==> src/rtl/scan_chain_ctrl.sv <==
// Scan-chain sequencer: parallel capture, serial shift, or capture followed by shift.
// Optional SCAN_PARITY_EN adds parity_out, the running XOR of bits shifted out.
module scan_chain_ctrl #(
    parameter int unsigned CHAIN_LEN = 8,
    parameter int unsigned CNT_W     = 4
) (
    input  logic                 clk_signal,
    input  logic                 rst_n_signal,
    input  logic                 start_in,
    input  logic [1:0]           op_in,
    input  logic                 abort_in,
    input  logic [CHAIN_LEN-1:0] par_in,
    input  logic                 scan_in,
    output logic                 scan_out,
    output logic [CHAIN_LEN-1:0] par_out,
    output logic                 scan_en_out,
    output logic                 busy_out,
    output logic                 done_out,
`ifdef SCAN_PARITY_EN
    output logic                 parity_out,
`endif
    output logic                 err_out
);

    typedef enum logic [1:0] {
        StIdle,
        StCapture,
        StShift,
        StDone
    } state_e;

    localparam logic [1:0] OpCapture  = 2'b00;
    localparam logic [1:0] OpShift    = 2'b01;
    localparam logic [1:0] OpCapShift = 2'b10;
    localparam logic [1:0] OpIllegal  = 2'b11;

    localparam logic [CNT_W-1:0] CntLast = CNT_W'(CHAIN_LEN - 1);

    state_e               state_q, state_d;
    logic [CHAIN_LEN-1:0] chain_q, chain_d;
    logic [CNT_W-1:0]     cnt_q, cnt_d;
    logic [1:0]           op_q, op_d;
    logic                 err_q, err_d;
`ifdef SCAN_PARITY_EN
    logic                 parity_q, parity_d;
`endif

    always_ff @(posedge clk_signal or negedge rst_n_signal) begin
        if (!rst_n_signal) begin
            state_q <= StIdle;
            chain_q <= '0;
            cnt_q   <= '0;
            op_q    <= OpCapture;
            err_q   <= 1'b0;
        end else begin
            state_q <= state_d;
            chain_q <= chain_d;
            cnt_q   <= cnt_d;
            op_q    <= op_d;
            err_q   <= err_d;
        end
    end

`ifdef SCAN_PARITY_EN
    always_ff @(posedge clk_signal or negedge rst_n_signal) begin
        if (!rst_n_signal) begin
            parity_q <= 1'b0;
        end else begin
            parity_q <= parity_d;
        end
    end
`endif

    always_comb begin
        state_d = state_q;
        chain_d = chain_q;
        cnt_d   = cnt_q;
        op_d    = op_q;
        err_d   = 1'b0;
`ifdef SCAN_PARITY_EN
        parity_d = parity_q;
`endif

        unique case (state_q)
            StIdle: begin
                if (start_in) begin
                    unique case (op_in)
                        OpCapture, OpCapShift: begin
                            op_d    = op_in;
                            state_d = StCapture;
`ifdef SCAN_PARITY_EN
                            parity_d = 1'b0;
`endif
                        end
                        OpShift: begin
                            op_d    = op_in;
                            cnt_d   = '0;
                            state_d = StShift;
`ifdef SCAN_PARITY_EN
                            parity_d = 1'b0;
`endif
                        end
                        OpIllegal: begin
                            err_d = 1'b1;
                        end
                        default: ;
                    endcase
                end
            end

            StCapture: begin
                chain_d = par_in;
                if (op_q == OpCapShift) begin
                    cnt_d   = '0;
                    state_d = StShift;
                end else begin
                    state_d = StDone;
                end
            end

            StShift: begin
                // Abort freezes the chain with its partial contents and skips DONE.
                if (abort_in) begin
                    state_d = StIdle;
                end else begin
                    chain_d = {scan_in, chain_q[CHAIN_LEN-1:1]};
                    cnt_d   = cnt_q + 1'b1;
`ifdef SCAN_PARITY_EN
                    parity_d = parity_q ^ chain_q[0];
`endif
                    if (cnt_q == CntLast) begin
                        state_d = StDone;
                    end
                end
            end

            StDone: begin
                state_d = StIdle;
            end

            default: begin
                state_d = StIdle;
            end
        endcase
    end

    assign scan_out    = chain_q[0];
    assign par_out     = chain_q;
    assign scan_en_out = (state_q == StShift);
    assign busy_out    = (state_q == StCapture) || (state_q == StShift);
    assign done_out    = (state_q == StDone);
    assign err_out     = err_q;
`ifdef SCAN_PARITY_EN
    assign parity_out  = parity_q;
`endif

endmodule

==> config.mk <==
export PLATFORM = sky130hd
export DESIGN_NAME = scan_chain_ctrl
export DESIGN_NICKNAME = d
export VERILOG_FILES = /design/src/rtl/scan_chain_ctrl.sv
export SDC_FILE = /design/constraint.sdc
export NUM_CORES = 1
export LEC_CHECK = 0
export ABC_CLOCK_PERIOD_IN_PS = 3700
export CAP_MARGIN = 15
export CORE_MARGIN = 3
export CORE_UTILIZATION = 50
export DETAILED_ROUTE_END_ITERATION = 6
export PLACE_DENSITY = 0.83
export SETUP_SLACK_MARGIN = 0.3
export SLEW_MARGIN = 20
export SYNTH_ARGS = -nofsm -noshare
export SYNTH_HDL_FRONTEND = slang
export SYNTH_SLANG_ARGS = --single-unit
==> constraint.sdc <==
create_clock -name clk_signal -period 3.7 [get_ports clk_signal]
set_input_delay 0.74 -clock clk_signal [delete_from_list [all_inputs] [get_ports clk_signal]]
set_output_delay 0.74 -clock clk_signal [all_outputs]
set_load 0.01 [all_outputs]
==> impl_results.md, run 1 <==
- CP Data Arrival Time: 2.21 ns
- Setup crit start: state_q[0]$_DFFE_PN0P_
- Post-Syn Area: 1020 um2
- Total GRT Usage: 18.6%
- Clock slew at reported path FFs: 0.10 ns
- Final wirelength: 2080 um
- RSZ-0062 raised after global routing: no
- Wire per inst: 13.6 um
- Reg-to-Reg Start: state_q[0]$_DFFE_PN0P_
- Area contributors post-synth: dfrtp_1 (42%), mux2i_1 (7.8%), ha_1 (7.4%), a211oi_1 (5.9%), nor2b_1 (5.5%)
- Async SR Flop Fraction: 100%
- Clk_lat worst skew: 0.29 ns
- Worst setup path class: flop to primary output
- First-pass GRT wire length: 3580 um
- Pin count of the biggest net entering global routing: 27
- Filler instances: 145
- Share of cells above drive strength 1: 4.69%
- DP HPWL: 1520 um
- N_diodes: 0
- Final setup fails: 0
- DRT iter0 DRCs: 6
- DIE WIDTH: 51.2 um
- Top FF cell, synth: dfrtp_1
- GRT overflow: 0
- Detailed Routing Iterations Pass 1: 4
- Final worst-path cycle share: 79.7%
- Distinct cells, synth: 25
- Ys Warns: 0
- Root Buffer: clkbuf_4
- Gp weighted congestion: 0.690
- Crit end category: primary output
- Setup TNS: 0 ns
- Die footprint: 2620 um2
- Most common cell after layout, fill and taps aside: clkdlybuf4s50_1
- Max Slew Vio Count: 0
- Sequential area share after synthesis: 41.7%
- Total CTS buffers: 3
- Die Y: 51.2 um
- Worst Path Max Fanout: 26
- Post-synth EDFFs: 0
- Launching element type of the critical path: flop
- CP Data Required Time: 2.96 ns
- Port Buffers: 27
- Status: finished, final reports clean
- Max VDD drop: 0.503 mV
- DRC violations left: 0
- Final hold violation count: 0
- CTS tree: built
- Core ar.: 1820 um2
- Antenna Violating Nets Remaining: 0
- Syn Area/Cell: 9.91 um2
- NumNets Final: 150
- Placed Cells: 149
- FP Rows: 15
- Mapped Nets: 124
- # Post-CTS Setup Buffers: 0
- DR vias: 845
- HP Start: op_q[0]$_DFFE_PN0P_
- Post-cts sizing count: 0
- IO Pins: 28
- Leakage: 0.570 nW
- Final Non-Filler Cells: 153
- Vias in the first global route: 809
- Hold Path Class: flop to flop
- Min Tclk post-route: 2.95 ns
- CTS Buffer Depth: 2
- Post-synthesis register bit count: 17
- Initial antenna violation count: 0
- Yosys top cell area share: 41.7%
- Worst hold slack: 0.504 ns
- Cell count after synthesis: 103
- Slew at the pin closest to its max-slew limit: 0.814 ns
- Most frequent cells in the layout: clkdlybuf4s50_1 (27), dfrtp_1 (17), nor2b_1 (9)
- P&R area growth vs syn: 28.4%
- Worst rel slew slack: 45.7%
- Max cap viols: 0
- Via-per-instance ratio: 5.52
- Num Clock Sinks: 17
- Clock Skew: 0.00301 ns
- Htree depth: 1
- Power Density: 793 nW/um2
- CTS Hold Bufs: 0
- Synth area leader: dfrtp_1
- Initial Utilization: 56.1%
- Max Fclk: 0.339 GHz
[kinds of logic after synthesis]
kind of cell,share of synthesized area [%]
adder cells (fa/ha/maj),7.35
AO/OA/AOI/OAI,16.8
multiplexers,10.0
AND/OR/NAND/NOR,19.0
flip-flops,41.7
buffers and inverters,5.15
[through the flow]
step / util (%) / worst slack (ns) / instance area [um2] / total power [mW]
after floorplan: - / 1.99 / 1020 / 0.733
after detailed placement: 70.6 / 1.08 / 1280 / 0.949
after global placement: 70.6 / 1.12 / 1280 / 0.924
final: 72.0 / 0.752 / 1310 / 1.04
after global routing: 72.0 / 0.596 / 1310 / 1.13
after CTS: 72.0 / 0.739 / 1310 / 1.05
[layer usage]
layer / track usage (%) / up-vias / part of all wire, %
met2: 28.8 / 27 / 47
li1: - / 415 / -
met5: 0 / - / 0
met1: 23.9 / 399 / 45
met3: 3.79 / 4 / 6.3
met4: 10.8 / 0 / 1.9
[sequential cells by signal, indices dropped and copies added (netlist names)]
name and flops:
cnt_q 4, state_q 2, par_out 8, err_out 1, op_q 2
[area by class of cell]
| type | instances | area [um2] | area share (%) |
|---|---|---|---|
| Multi-Input combinational cell | 76 | 543 | 41.4 |
| Timing Repair Buffer | 27 | 270 | 20.6 |
| Tap cell | 25 | 31.3 | 2.39 |
| Sequential cell | 17 | 425 | 32.4 |
| Clock buffer | 4 | 26.3 | 2.00 |
| Inverter | 4 | 15.0 | 1.15 |
[Yosys cell counts, types with 2 or more instances]
cell type and n:
a211oi_1 8, nand3b_1 3, mux2_2 2, dfrtp_1 17, o21ai_0 4, nor2_1 8, a21oi_1 8, ha_1 6
nand3_1 5, buf_2 3, inv_1 4, nand2_1 6, nand2b_1 2, mux2i_1 8, nor2b_1 9
[worst max-delay path: stages (launching register included)]
cell and delay [ns]:
dfrtp_1 0.42, inv_1 0.12, ha_1 0.70, clkdlybuf4s50_1 0.68
[worst paths after layout]
| kind | slack (ns) | cells past startpoint | end |
|---|---|---|---|
| setup / recovery | 0.75 | 3 | scan_en_out |
| hold / removal | 0.50 | 2 | op_q[0]$_DFFE_PN0P_ |
| setup reg to reg | 1.49 | 5 | state_q[0]$_DFFE_PN0P_ |
| hold reg to reg | 0.50 | 2 | op_q[0]$_DFFE_PN0P_ |
| max in group asynchronous | 2.31 | 1 | state_q[0]$_DFFE_PN0P_ |
| min in group asynchronous | 0.90 | 1 | par_out[1]$_DFFE_PN0P_ |
[report_power, final]
| part | total (mW) | switching, mW | internal [mW] |
|---|---|---|---|
| registers | 0.329 | 0.0633 | 0.266 |
| clock network | 0.0996 | 0.0578 | 0.0419 |
| logic | 0.611 | 0.293 | 0.318 |
Power figures use the tool's default switching activity.
==> run 2: changes to the inputs <==
--- a/config.mk
+++ b/config.mk
@@ -5,12 +5,12 @@
 export SDC_FILE = /design/constraint.sdc
 export NUM_CORES = 1
 export LEC_CHECK = 0
-export ABC_CLOCK_PERIOD_IN_PS = 3700
+export ABC_CLOCK_PERIOD_IN_PS = 3000
 export CAP_MARGIN = 15
 export CORE_MARGIN = 3
-export CORE_UTILIZATION = 50
+export CORE_UTILIZATION = 47
 export DETAILED_ROUTE_END_ITERATION = 6
-export PLACE_DENSITY = 0.83
+export PLACE_DENSITY = 0.78
 export SETUP_SLACK_MARGIN = 0.3
 export SLEW_MARGIN = 20
 export SYNTH_ARGS = -nofsm -noshare
==> constraint.sdc (replaced) <==
create_clock -name clk_signal -period 3 [get_ports clk_signal]
set_input_delay 0.6 -clock clk_signal [delete_from_list [all_inputs] [get_ports clk_signal]]
set_output_delay 0.6 -clock clk_signal [all_outputs]
set_load 0.01 [all_outputs]
==> run 2 against run 1 <==
- clock skew is 0.0078 ns higher
- core utilization is 5.6 points lower
- combinational power is 23% higher
- sequential share of layout area is 0.46 points lower
- worst setup slack better by 0.023 ns
- highest routed layer unchanged
- worst hold slack better by 0.0040 ns
==> impl_results.md, run 2 (synthesis results as in run 1) <==
- Wire per inst: 12.6 um (was 13.6 um)
- Filler instances: 159 (was 145)
- IO Pins: 28 (unchanged)
- Final worst-path cycle share: 74.1%
- Vias in the first global route: 798 (was 809)
- Worst rel slew slack: 49.2% (was 45.7%)
- Via-per-instance ratio: 5.23 (was 5.52)
- CTS Hold Bufs: 0 (unchanged)
- Hold Path Class: flop to flop (unchanged)
- Design area: 1330 um2 (was 1310 um2)
- FP Rows: 16 (was 15)
- Core Util, Final: 66.4% (was 72.0%)
- Final wirelength: 1980 um (was 2080 um)
- Setup TNS: 0 ns (unchanged)
- Slew at the pin closest to its max-slew limit: 0.760 ns (was 0.814 ns)
- Core ar.: 2000 um2 (was 1820 um2)
- Root Buffer: clkbuf_4 (unchanged)
- Die Y: 52.6 um (was 51.2 um)
- Max VDD drop: 0.789 mV (was 0.503 mV)
- Final hold violation count: 0 (unchanged)
- DR vias: 821 (was 845)
- Detailed Routing Iterations Pass 1: 3 (was 4)
- First-pass GRT wire length: 3380 um (was 3580 um)
- Post-cts sizing count: 0 (unchanged)
- Setup ws final: 0.776 ns (was 0.752 ns)
- Max Slew Vio Count: 0 (unchanged)
- Num Clock Sinks: 17 (unchanged)
- P&R area growth vs syn: 30.3% (was 28.4%)
- Crit end category: primary output (unchanged)
- Status: finished, final reports clean (unchanged)
- Antenna Violating Nets Remaining: 0 (unchanged)
- Max Fclk: 0.450 GHz
- DRT iter0 DRCs: 6 (unchanged)
- Port Buffers: 27 (unchanged)
- Final setup fails: 0 (unchanged)
- Gp weighted congestion: 0.770 (was 0.690)
- Min Tclk post-route: 2.22 ns
- Max cap viols: 0 (unchanged)
- Total CTS buffers: 3 (unchanged)
- Initial Utilization: 51.0% (was 56.1%)
- Clock Skew: 0.0108 ns (was 0.00301 ns)
- NumNets Final: 152 (was 150)
- Most common cell after layout, fill and taps aside: clkdlybuf4s50_1 (unchanged)
- Most frequent cells in the layout: clkdlybuf4s50_1 (27), dfrtp_1 (17), nor2b_1 (9) (unchanged)
- Register Area: 425 um2 (unchanged)
- Total GRT Usage: 16.6% (was 18.6%)
- Placed Cells: 153 (was 149)
- CP Data Required Time: 2.40 ns (was 2.96 ns)
- N_diodes: 0 (unchanged)
- Share of cells above drive strength 1: 6.92% (was 4.69%)
- CTS Buffer Depth: 2 (unchanged)
- DRC violations left: 0 (unchanged)
- Pin count of the biggest net entering global routing: 26 (was 27)
- Area occupied by multi-input gates: 543 um2 (unchanged)
- Worst hold slack: 0.508 ns (was 0.504 ns)
- DIE WIDTH: 52.6 um (was 51.2 um)
- Die footprint: 2770 um2 (was 2620 um2)
- Worst setup path class: flop to primary output (unchanged)
- Clk_lat worst skew: 0.29 ns (about the same)
- Worst Path Max Fanout: 4 (was 26)
- CTS tree: built (unchanged)
- Final Non-Filler Cells: 157 (was 153)
- DP HPWL: 1480 um (was 1520 um)
- Leakage: 0.583 nW (was 0.570 nW)
- CP Data Arrival Time: 1.62 ns (was 2.21 ns)
- Launching element type of the critical path: flop (unchanged)
- Tot Pwr: 1.28 mW (was 1.04 mW)
- Max reg flops: 8 (unchanged)
- GRT overflow: 0 (unchanged)
- # Post-CTS Setup Buffers: 0 (unchanged)
- Initial antenna violation count: 0 (unchanged)
- RSZ-0062 raised after global routing: no (unchanged)
- Power Density: 964 nW/um2 (was 793 nW/um2)
- Clock slew at reported path FFs: 0.10 ns (about the same)
- Placement Setup Slack: 0.845 ns (was 1.08 ns)
- Placed cell area: 1300 um2 (was 1280 um2)
- Htree depth: 1 (unchanged)
==> run 2: cell type report <==
type / count / share of cell area, %
inverter: 4 / 1.13
multi-input combinational: 76 / 40.8
clock inverter: 1 / 0.376
clock buffer: 3 / 1.69
tap: 27 / 2.54
timing repair buffer: 29 / 21.4
sequential: 17 / 32.0
==> run 2: layer usage <==
layer	wire (um)	share of wire, %	global-route usage [%]	up-vias
met5	0	0	0	-
met4	21	1.1	7.23	0
met3	98	4.9	3.99	4
met2	947	48	27.9	18
met1	917	46	19.9	381
li1	-	-	-	418
==> run 2: path summary, 6_finish.rpt <==
path	cells past startpoint	to	slack, ns	startpoint
min	2	op_q[1]$_DFFE_PN0P_	0.51	op_q[1]$_DFFE_PN0P_
max	3	busy_out	0.78	state_q[1]$_DFFE_PN0P_
max in group asynchronous	1	par_out[6]$_DFFE_PN0P_	1.77	rst_n_signal
min reg2reg	2	op_q[1]$_DFFE_PN0P_	0.51	op_q[1]$_DFFE_PN0P_
min in group asynchronous	1	cnt_q[3]$_DFFE_PN0P_	0.74	rst_n_signal
max reg2reg	6	state_q[1]$_DFFE_PN0P_	1.11	state_q[0]$_DFFE_PN0P_
==> run 2: worst max-delay path, cell delays in order (launching register included) <==
cell             delay [ns]
dfrtp_1                0.43
inv_1                  0.10
ha_1                   0.27
clkdlybuf4s50_1        0.53
==> run 2: where the power goes <==
group	switching, mW	internal, mW
sequential	0.0804	0.328
clock	0.0718	0.0496
combinational	0.357	0.395
==> run 3: changes to the inputs <==
--- a/config.mk
+++ b/config.mk
@@ -5,7 +5,7 @@
 export SDC_FILE = /design/constraint.sdc
 export NUM_CORES = 1
 export LEC_CHECK = 0
-export ABC_CLOCK_PERIOD_IN_PS = 3000
+export ABC_CLOCK_PERIOD_IN_PS = 2100
 export CAP_MARGIN = 15
 export CORE_MARGIN = 3
 export CORE_UTILIZATION = 47
==> constraint.sdc (replaced) <==
create_clock -name clk_signal -period 2.1 [get_ports clk_signal]
set_input_delay 0.42 -clock clk_signal [delete_from_list [all_inputs] [get_ports clk_signal]]
set_output_delay 0.42 -clock clk_signal [all_outputs]
set_load 0.01 [all_outputs]
==> run 3 against run 2 <==
- worst hold slack worse by 0.054 ns
- worst setup slack worse by 0.41 ns
- core utilization up 1.1 points
- sequential share of layout area down 0.53 points
- power up 44%
- via count up 3.5%
- clock power up 36%
- non-clock buffer count up 3
- die area unchanged
- final cell count up 1.9%
- clock skew down 0.0093 ns
- critical path type unchanged
- critical endpoint is now scan_en_out
==> impl_results.md, run 3 (synthesis results as in run 1) <==
- Hold Path Class: input pin to async pin (was flop to flop)
- Area occupied by multi-input gates: 548 um2 (was 543 um2)
- Clock Skew: 0.00147 ns (was 0.0108 ns)
- Worst reg-to-reg setup slack: 0.41 ns (was 1.11 ns)
- Crit path largest cell delay: 0.39 ns (was 0.53 ns)
- Setup TNS: 0 ns (unchanged)
- Setup ws final: 0.370 ns (was 0.776 ns)
- Initial Utilization: 51.0% (unchanged)
- Share of cells above drive strength 1: 9.77% (was 6.92%)
- Min Tclk post-route: 1.73 ns
- IO Pins: 28 (unchanged)
- GRT overflow: 0 (unchanged)
- Worst Path Max Fanout: 6 (was 4)
- Filler instances: 172 (was 159)
- Status: finished, final reports clean (unchanged)
- Leakage: 0.600 nW (was 0.583 nW)
- Buffers & Inverters on Critical Path: 2 (unchanged)
- CTS Hold Bufs: 0 (unchanged)
- Antenna Violating Nets Remaining: 0 (unchanged)
- DIE WIDTH: 52.6 um (unchanged)
- Slew at the pin closest to its max-slew limit: 0.380 ns (was 0.760 ns)
- Final wirelength: 2100 um (was 1980 um)
- Core ar.: 2000 um2 (unchanged)
- DP HPWL: 1570 um (was 1480 um)
- Crit path max-delay family: buffers and inverters (unchanged)
- Crit end category: primary output (unchanged)
- Via-per-instance ratio: 5.31 (was 5.23)
- Total GRT Usage: 17.0% (was 16.6%)
- Worst setup path class: flop to primary output (unchanged)
- Reg2Reg Depth: 5 (was 6)
- CP Data Arrival Time: 1.31 ns (was 1.62 ns)
- CP Data Required Time: 1.68 ns (was 2.40 ns)
- Most common cell after layout, fill and taps aside: clkdlybuf4s50_1 (unchanged)
- Pin count of the biggest net entering global routing: 22 (was 26)
- FP Rows: 16 (unchanged)
- Die footprint: 2770 um2 (unchanged)
- DRT iter0 DRCs: 9 (was 6)
- NumNets Final: 155 (was 152)
- Core Util, Final: 67.6% (was 66.4%)
- Detailed Routing Iterations Pass 1: 4 (was 3)
- Root Buffer: clkbuf_4 (unchanged)
- Clock slew at reported path FFs: 0.09 ns (was 0.10 ns)
- Register Area: 425 um2 (unchanged)
- CTS tree: built (unchanged)
- Max cap viols: 0 (unchanged)
- Placed cell area: 1310 um2 (was 1300 um2)
- Max reg flops: 8 (unchanged)
- Final setup fails: 0 (unchanged)
- Critical path depth: 3 (unchanged)
- Initial antenna violation count: 0 (unchanged)
- Final hold violation count: 0 (unchanged)
- First-pass GRT wire length: 3480 um (was 3380 um)
- Die Y: 52.6 um (unchanged)
- P&R area growth vs syn: 32.5% (was 30.3%)
- Slowest CP cell: dfrtp_1 (was clkdlybuf4s50_1)
- Design area: 1350 um2 (was 1330 um2)
- Clk_lat worst skew: 0.28 ns (was 0.29 ns)
- Most frequent cells in the layout: clkdlybuf4s50_1 (24), dfrtp_1 (17), nor2b_1 (9) (was clkdlybuf4s50_1 (27), dfrtp_1 (17), nor2b_1 (9))
- Max Fclk: 0.578 GHz
- Max Slew Vio Count: 0 (unchanged)
- N_diodes: 0 (unchanged)
- Vias in the first global route: 754 (was 798)
- Worst hold slack: 0.455 ns (was 0.508 ns)
- Final worst-path cycle share: 82.4%
- DR vias: 850 (was 821)
- Num Clock Sinks: 17 (unchanged)
- CTS Buffer Depth: 2 (unchanged)
- Power Density: 1370 nW/um2 (was 964 nW/um2)
- DRC violations left: 0 (unchanged)
- RSZ-0062 raised after global routing: yes (was no)
- Wire per inst: 13.1 um (was 12.6 um)
- Gp weighted congestion: 0.694 (was 0.770)
- Max VDD drop: 0.943 mV (was 0.789 mV)
- Placement Setup Slack: 0.141 ns (was 0.845 ns)
- Crit path cell chain: buf_4 > ha_2 > dlygate4sd2_1 (was inv_1 > ha_1 > clkdlybuf4s50_1)
- Htree depth: 1 (unchanged)
- Launching element type of the critical path: flop (unchanged)
- Worst rel slew slack: 74.6% (was 49.2%)
- Port Buffers: 27 (unchanged)
- Total CTS buffers: 3 (unchanged)
-- run 3: changes by cell type in the layout (fill, tap and decap cells not counted), sizes merged --
cell and delta:
clkbuf +1, clkdlybuf4s50 -3, buf +3, dlygate4sd2 +3
clkinv -1
-- run 3: final timing paths --
check | from | end
min in group clk_signal | op_q[0]$_DFFE_PN0P_ | op_q[0]$_DFFE_PN0P_
max in group asynchronous | rst_n_signal | state_q[0]$_DFFE_PN0P_
hold reg to reg | op_q[0]$_DFFE_PN0P_ | op_q[0]$_DFFE_PN0P_
setup reg to reg | state_q[1]$_DFFE_PN0P_ | state_q[0]$_DFFE_PN0P_
setup / recovery | state_q[1]$_DFFE_PN0P_ | scan_en_out
hold / removal | rst_n_signal | cnt_q[2]$_DFFE_PN0P_
-- run 3: stage by stage --
stage,instances,power [mW]
2_1_floorplan,103,1.29
3_3_place_gp,154,1.64
3_5_place_dp,154,1.68
4_1_cts,160,1.87
5_1_grt,160,2.02
6_report,160,1.85
-- run 3: layer usage --
layer,global-route usage (%),vias to the layer above,wire (um)
met3,3.70,2,75
met1,22.5,407,980
met5,0,-,0
met2,26.9,16,1030
met4,6.38,0,18
li1,-,425,-
-- run 3: cell type report --
cell class / count / share of cell area (%)
inverters: 4 / 1.11
multi-input cells: 76 / 40.5
well taps: 27 / 2.50
clock buffers: 4 / 1.94
flip-flops and latches: 17 / 31.5
repair buffers: 32 / 22.5
-- run 3: what timing repair did --
item	in CTS	in global routing
setup buffers	2	0
hold endpoints to repair	0	0
endpoints found under the setup margin	4	1
cloned	0	0
gates resized for setup	5	0
-- run 3: power breakdown --
group          internal [mW]  total [mW]  switching [mW]
sequential             0.469       0.577           0.108
clock                 0.0736       0.165          0.0918
combinational          0.571        1.11           0.538
==> edit 1: new RTL, flow settings as in run 3 <==
The 4 states of `state_e` get a one-hot encoding in 4 bits.
--- a/src/rtl/scan_chain_ctrl.sv
+++ b/src/rtl/scan_chain_ctrl.sv
@@ -23,9 +23,9 @@
 );
 
-    typedef enum logic [1:0] {
-        StIdle,
-        StCapture,
-        StShift,
-        StDone
+    typedef enum logic [3:0] {
+        StIdle    = 4'b0001,
+        StCapture = 4'b0010,
+        StShift   = 4'b0100,
+        StDone    = 4'b1000
     } state_e;
 
Behaviour: same outputs for any inputs over 10 cycles, from zero or initial values and one cycle with rst_n_signal low; not proved beyond that.
==> edit 1 against run 3 <==
- hold slack lost 0.068 ns
- worst setup slack lost 0.072 ns
- synthesized area grew 5.3%
- utilization grew 4.5 points
- critical path type is now reg2reg
- cell area grew 9.9%
- sequential cell count grew 2
- synthesized cell count shrank 6.8%
- critical path depth grew 2
- count of clock-buffer cells in the layout is the same
- die area grew 4.7%
- largest cell class unchanged
- power shrank 6.5%
- wire length grew 20%
- maximum frequency shrank 4.0%
- critical endpoint is now cnt_q[2]$_DFFE_PN0P_
==> edit 1: results <==
metrics = {
    "status": {
        "status": "finished, final reports clean",
    },
    "critical_path": {
        "cp_top_family": "compound AO/OA/AOI/OAI gates",
        "cp_slowest_cell": "dfrtp_2",
        "reg2reg_depth": 5,
        "r2r_slack_ns": 0.30,
        "slowest_delay_ns": 0.48,
        "critPathMaxFanout": 6,
        "arrival_ns": 1.99,
        "r2r-start": "state_q[1]$_DFFE_PN0P_",
        "timing.rr.end": "cnt_q[2]$_DFFE_PN0P_",
    },
    "pwr": {
        "vdd_ir_drop_max_mv": 0.673,
        "p_sw_uw": 664,
        "leakage_nw": 0.584,
    },
    "final_layout": {
        "antenna_cells": 0,
        "drive_gt1_frac": 0.295,
        "final_nets": 149,
        "largest_register_ff_count": 8,
    },
    "global_route": {
        "grt_start_max_net_pins": 17,
        "antenna_found_initial": 0,
        "grt_pass1_wl_microns": 3970,
        "track_usage": 0.193,
    },
    "worst_hold_path": {
        "hold_class": "in2async",
    },
    "clock_tree": {
        "clk_path_buf_depth": 2,
        "cts.reportedPaths.clkPinSlew_ns": 0.11,
        "cts_max_level": 1,
        "ctsRootBufferMaster": "clkbuf_4",
        "clock_latency_ns": 0.30,
        "numCtsBuffers": 3,
    },
    "detailed_routing": {
        "wl_microns": 2520,
        "dr.pass1.iters": 4,
        "drtIter0Drc": 13,
        "drc": 0,
        "vias": 891,
    },
    "sta": {
        "maxSlewViolCount": 0,
        "worst_pin_slew_ns": 0.399,
        "fin_skew_ns": 0.00644,
        "holdWs_ns": 0.387,
    },
    "logic_synthesis": {
        "synth-seq-area-share": 0.444,
        "syn_nets": 112,
        "yosys_most_used_dff": "dfrtp_1",
        "synth_cell_types": 36,
        "synth_warnings": 0,
        "async_reset_ff_frac": 1.00,
        "synth_area_leaders": "dfrtp_1 42%, mux2i_1 9.3%, nor2_1 3.8%, a21oi_1 3.7%, buf_6 3.1%",
        "synth_top_cells_by_count": "18 x dfrtp_1, 11 x nor2_1, 10 x mux2i_1, 8 x a21oi_1, 5 x nand2_1",
    },
    "placed_design": {
        "port_buffers": 27,
        "dp_hpwl_microns": 1730,
        "gp_congestion": 0.788,
        "place_area_sq_um": 1350,
    },
}
[edit 1: changes by cell type after synthesis, moves of 3 or more]
cell | before | now
a211oi_1 | 8 | 0
ha_1 | 6 | 1
nand3_1 | 5 | 1
nor2_1 | 8 | 11
nor2b_1 | 9 | 0
nor4b_1 | 0 | 3
o21ai_0 | 4 | 0
[edit 1: cell type report]
| type | count | area (sq um) |
|---|---|---|
| Clock buffer | 4 | 26.3 |
| Multi-Input combinational cell | 68 | 578 |
| Timing Repair Buffer | 39 | 360 |
| Tap cell | 27 | 33.8 |
| Sequential cell | 19 | 480 |
| Inverter | 2 | 7.51 |
| Fill cell | 151 | 576 |
[edit 1: per-layer routing]
metal / GRT usage / wire length [microns]
met1: 0.244 / 1080
met2: 0.294 / 1240
met3: 0.0471 / 134
met4: 0.119 / 66
met5: 0 / 0
[edit 1: power by group through the flow]
stage / Clock [mW] / Sequential [mW] / Combinational, mW
final: 0.188 / 0.637 / 0.908
after global routing: 0.212 / 0.655 / 0.986
after CTS: 0.195 / 0.633 / 0.815
after floorplan: 0 / 0.622 / 0.518
after global placement: 0 / 0.639 / 0.751
after detailed placement: 0 / 0.652 / 0.764
[edit 1: through the flow]
stage                util  worst slack, ns  instances
floorplan               -            0.451         96
global placement    0.654            0.258        147
detailed placement  0.654            0.180        147
CTS                 0.685            0.255        154
global route        0.721            0.177        159
finish              0.721            0.299        159
[edit 1: cell families (layout without fill, tap and decap cells)]
group | count (synthesis) | after routing | share of synthesized area
fa+ha+maj | 1 | 1 | 0.0116
xor+xnor | 2 | 2 | 0.0163
buf+inv | 9 | 45 | 0.0640
flops | 19 | 19 | 0.444
compound gates | 21 | 21 | 0.172
mux | 10 | 10 | 0.0931
simple gates | 34 | 34 | 0.199
[edit 1: timing repair]
| item | CTS | global route |
|---|---|---|
| buffers inserted | 3 | 4 |
| cloned | 0 | 1 |
| pin swaps | 2 | 5 |
| setup endpoints to repair | 14 | 20 |
| gates resized for setup | 14 | 14 |
[edit 1: worst max path at each step]
stage	startpoint	end	slack (ns)	cells after the start
after global placement	state_q[1]$_DFFE_PN0P_	done_out	0.26	2
after detailed placement	state_q[2]$_DFFE_PN0P_	done_out	0.18	2
after CTS	state_q[2]$_DFFE_PN0P_	done_out	0.26	2
after global routing	state_q[1]$_DFFE_PN0P_	cnt_q[2]$_DFFE_PN0P_	0.18	5
after floorplan	state_q[1]$_DFFE_PN0P_	cnt_q[3]$_DFFE_PN0P_	0.45	5
final	state_q[1]$_DFFE_PN0P_	cnt_q[2]$_DFFE_PN0P_	0.30	5
==> edit 2: new RTL, flow settings as in run 3 <==
Made on the original files. The option `SCAN_PARITY_EN` is turned on by a define.
--- a/src/rtl/scan_chain_ctrl.sv
+++ b/src/rtl/scan_chain_ctrl.sv
@@ -1,4 +1,6 @@
 // Scan-chain sequencer: parallel capture, serial shift, or capture followed by shift.
 // Optional SCAN_PARITY_EN adds parity_out, the running XOR of bits shifted out.
+`define SCAN_PARITY_EN
+
 module scan_chain_ctrl #(
     parameter int unsigned CHAIN_LEN = 8,
Formal check against the unedited RTL (old outputs only; new: parity_out): equivalent (equiv_simple and equiv_induct, registers matched by name and starting in step).
==> edit 2 against run 3 <==
- sequential power increased by 10%
- wire length increased by 18%
- sequential cell count increased by 1
- cell count increased by 6.3%
- critical path depth unchanged
- cell area increased by 8.9%
- count of clock-buffer cells in the layout unchanged
- synthesized area increased by 8.0%
- via count increased by 10%
- sequential share of layout area decreased by 0.78 points
- power increased by 14%
- first-iteration DRC count increased by 22%
- worst setup slack got worse by 0.027 ns
- largest cell class unchanged
- highest routed layer unchanged
==> edit 2: results <==
metrics = {
    "status": {
        "status": "finished, final reports clean",
    },
    "logic_synthesis": {
        "synth_cell_types": 29,
        "yosys_most_used_dff": "dfrtp_1",
        "synth-seq-area-share": 0.409,
        "synthAdderAreaFrac": 0.0681,
        "avgSynthCellArea_sq_um": 9.93,
        "syn_nets": 132,
        "synth-compound-area-share": 0.191,
        "synth_area_leaders": "dfrtp_1 41%, mux2i_1 7.3%, ha_1 6.8%, a211oi_1 4.8%, a21oi_1 4.5%",
        "synth_top_cells_by_count": "18 x dfrtp_1, 10 x a21oi_1, 8 x mux2i_1, 8 x nor2_1, 8 x nor2b_1",
    },
    "sta": {
        "holdWs_ns": 0.442,
        "min_period_over_period": 0.837,
        "fin_skew_ns": 0.00229,
        "worst_pin_slew_ns": 0.351,
    },
    "final_layout": {
        "areaGrowthSynthToFinish_pct": 33.6,
        "final_cell_count_no_fill": 170,
        "drive_gt1_frac": 0.140,
    },
    "pwr": {
        "leakage_nw": 0.653,
        "seq-power_uw": 636,
        "p_sw_uw": 862,
        "vdd_ir_drop_max_mv": 0.953,
        "finalPower_mw": 2.11,
        "p_comb_mw": 1.26,
    },
    "critical_path": {
        "arrival_ns": 1.34,
        "cp_top_family": "flip-flops",
        "r2r-start": "state_q[0]$_DFFE_PN0P_",
        "critPathMaxFanout": 3,
        "critical_path.endpoint": "busy_out",
        "cp_slowest_cell": "dfrtp_1",
        "slowest_delay_ns": 0.41,
    },
    "global_route": {
        "grt_pass1_vias": 877,
        "grt_start_max_net_pins": 19,
        "gr-usage-met2": 0.309,
        "grt_util_met3": 0.0327,
        "use_met1": 0.255,
        "grt_pass1_wl_microns": 4150,
        "track_usage": 0.195,
    },
    "placed_design": {
        "gp_congestion": 0.880,
        "port_buffers": 28,
        "dp_cells": 164,
        "place_area_sq_um": 1410,
        "dp_hpwl_microns": 1820,
        "preCtsSetupSlack_ns": 0.131,
    },
    "detailed_routing": {
        "wl_met2_microns": 1220,
        "viasPerCell": 5.52,
        "route.met3.wl_microns": 109,
        "drt-met1-wl_microns": 1100,
        "wl_microns": 2480,
        "drtIter0Drc": 11,
    },
    "clock_tree": {
        "ctsRootBufferMaster": "clkbuf_4",
    },
}
edit 2: cell count changes after synthesis, sizes merged, moves of 2 or more:
cell,change
a21oi,+2
clkbuf,+2
nor3,+3
buf,-2
edit 2: area by class of cell:
class	count	area, sq um
fillers	160	609
repair buffers	34	323
well taps	27	33.8
clock buffers	4	36.3
multi-input cells	82	609
flip-flops and latches	18	452
inverters	5	18.8
edit 2: worst min path at each step:
stage,start,end,cells after the start
after floorplan,rst_n_signal,cnt_q[0]$_DFFE_PN0P_,0
after global placement,op_q[0]$_DFFE_PN0P_,op_q[0]$_DFFE_PN0P_,2
after detailed placement,op_q[0]$_DFFE_PN0P_,op_q[0]$_DFFE_PN0P_,2
after CTS,rst_n_signal,err_out$_DFF_PN0_,2
after global routing,rst_n_signal,err_out$_DFF_PN0_,2
final,rst_n_signal,par_out[2]$_DFFE_PN0P_,2
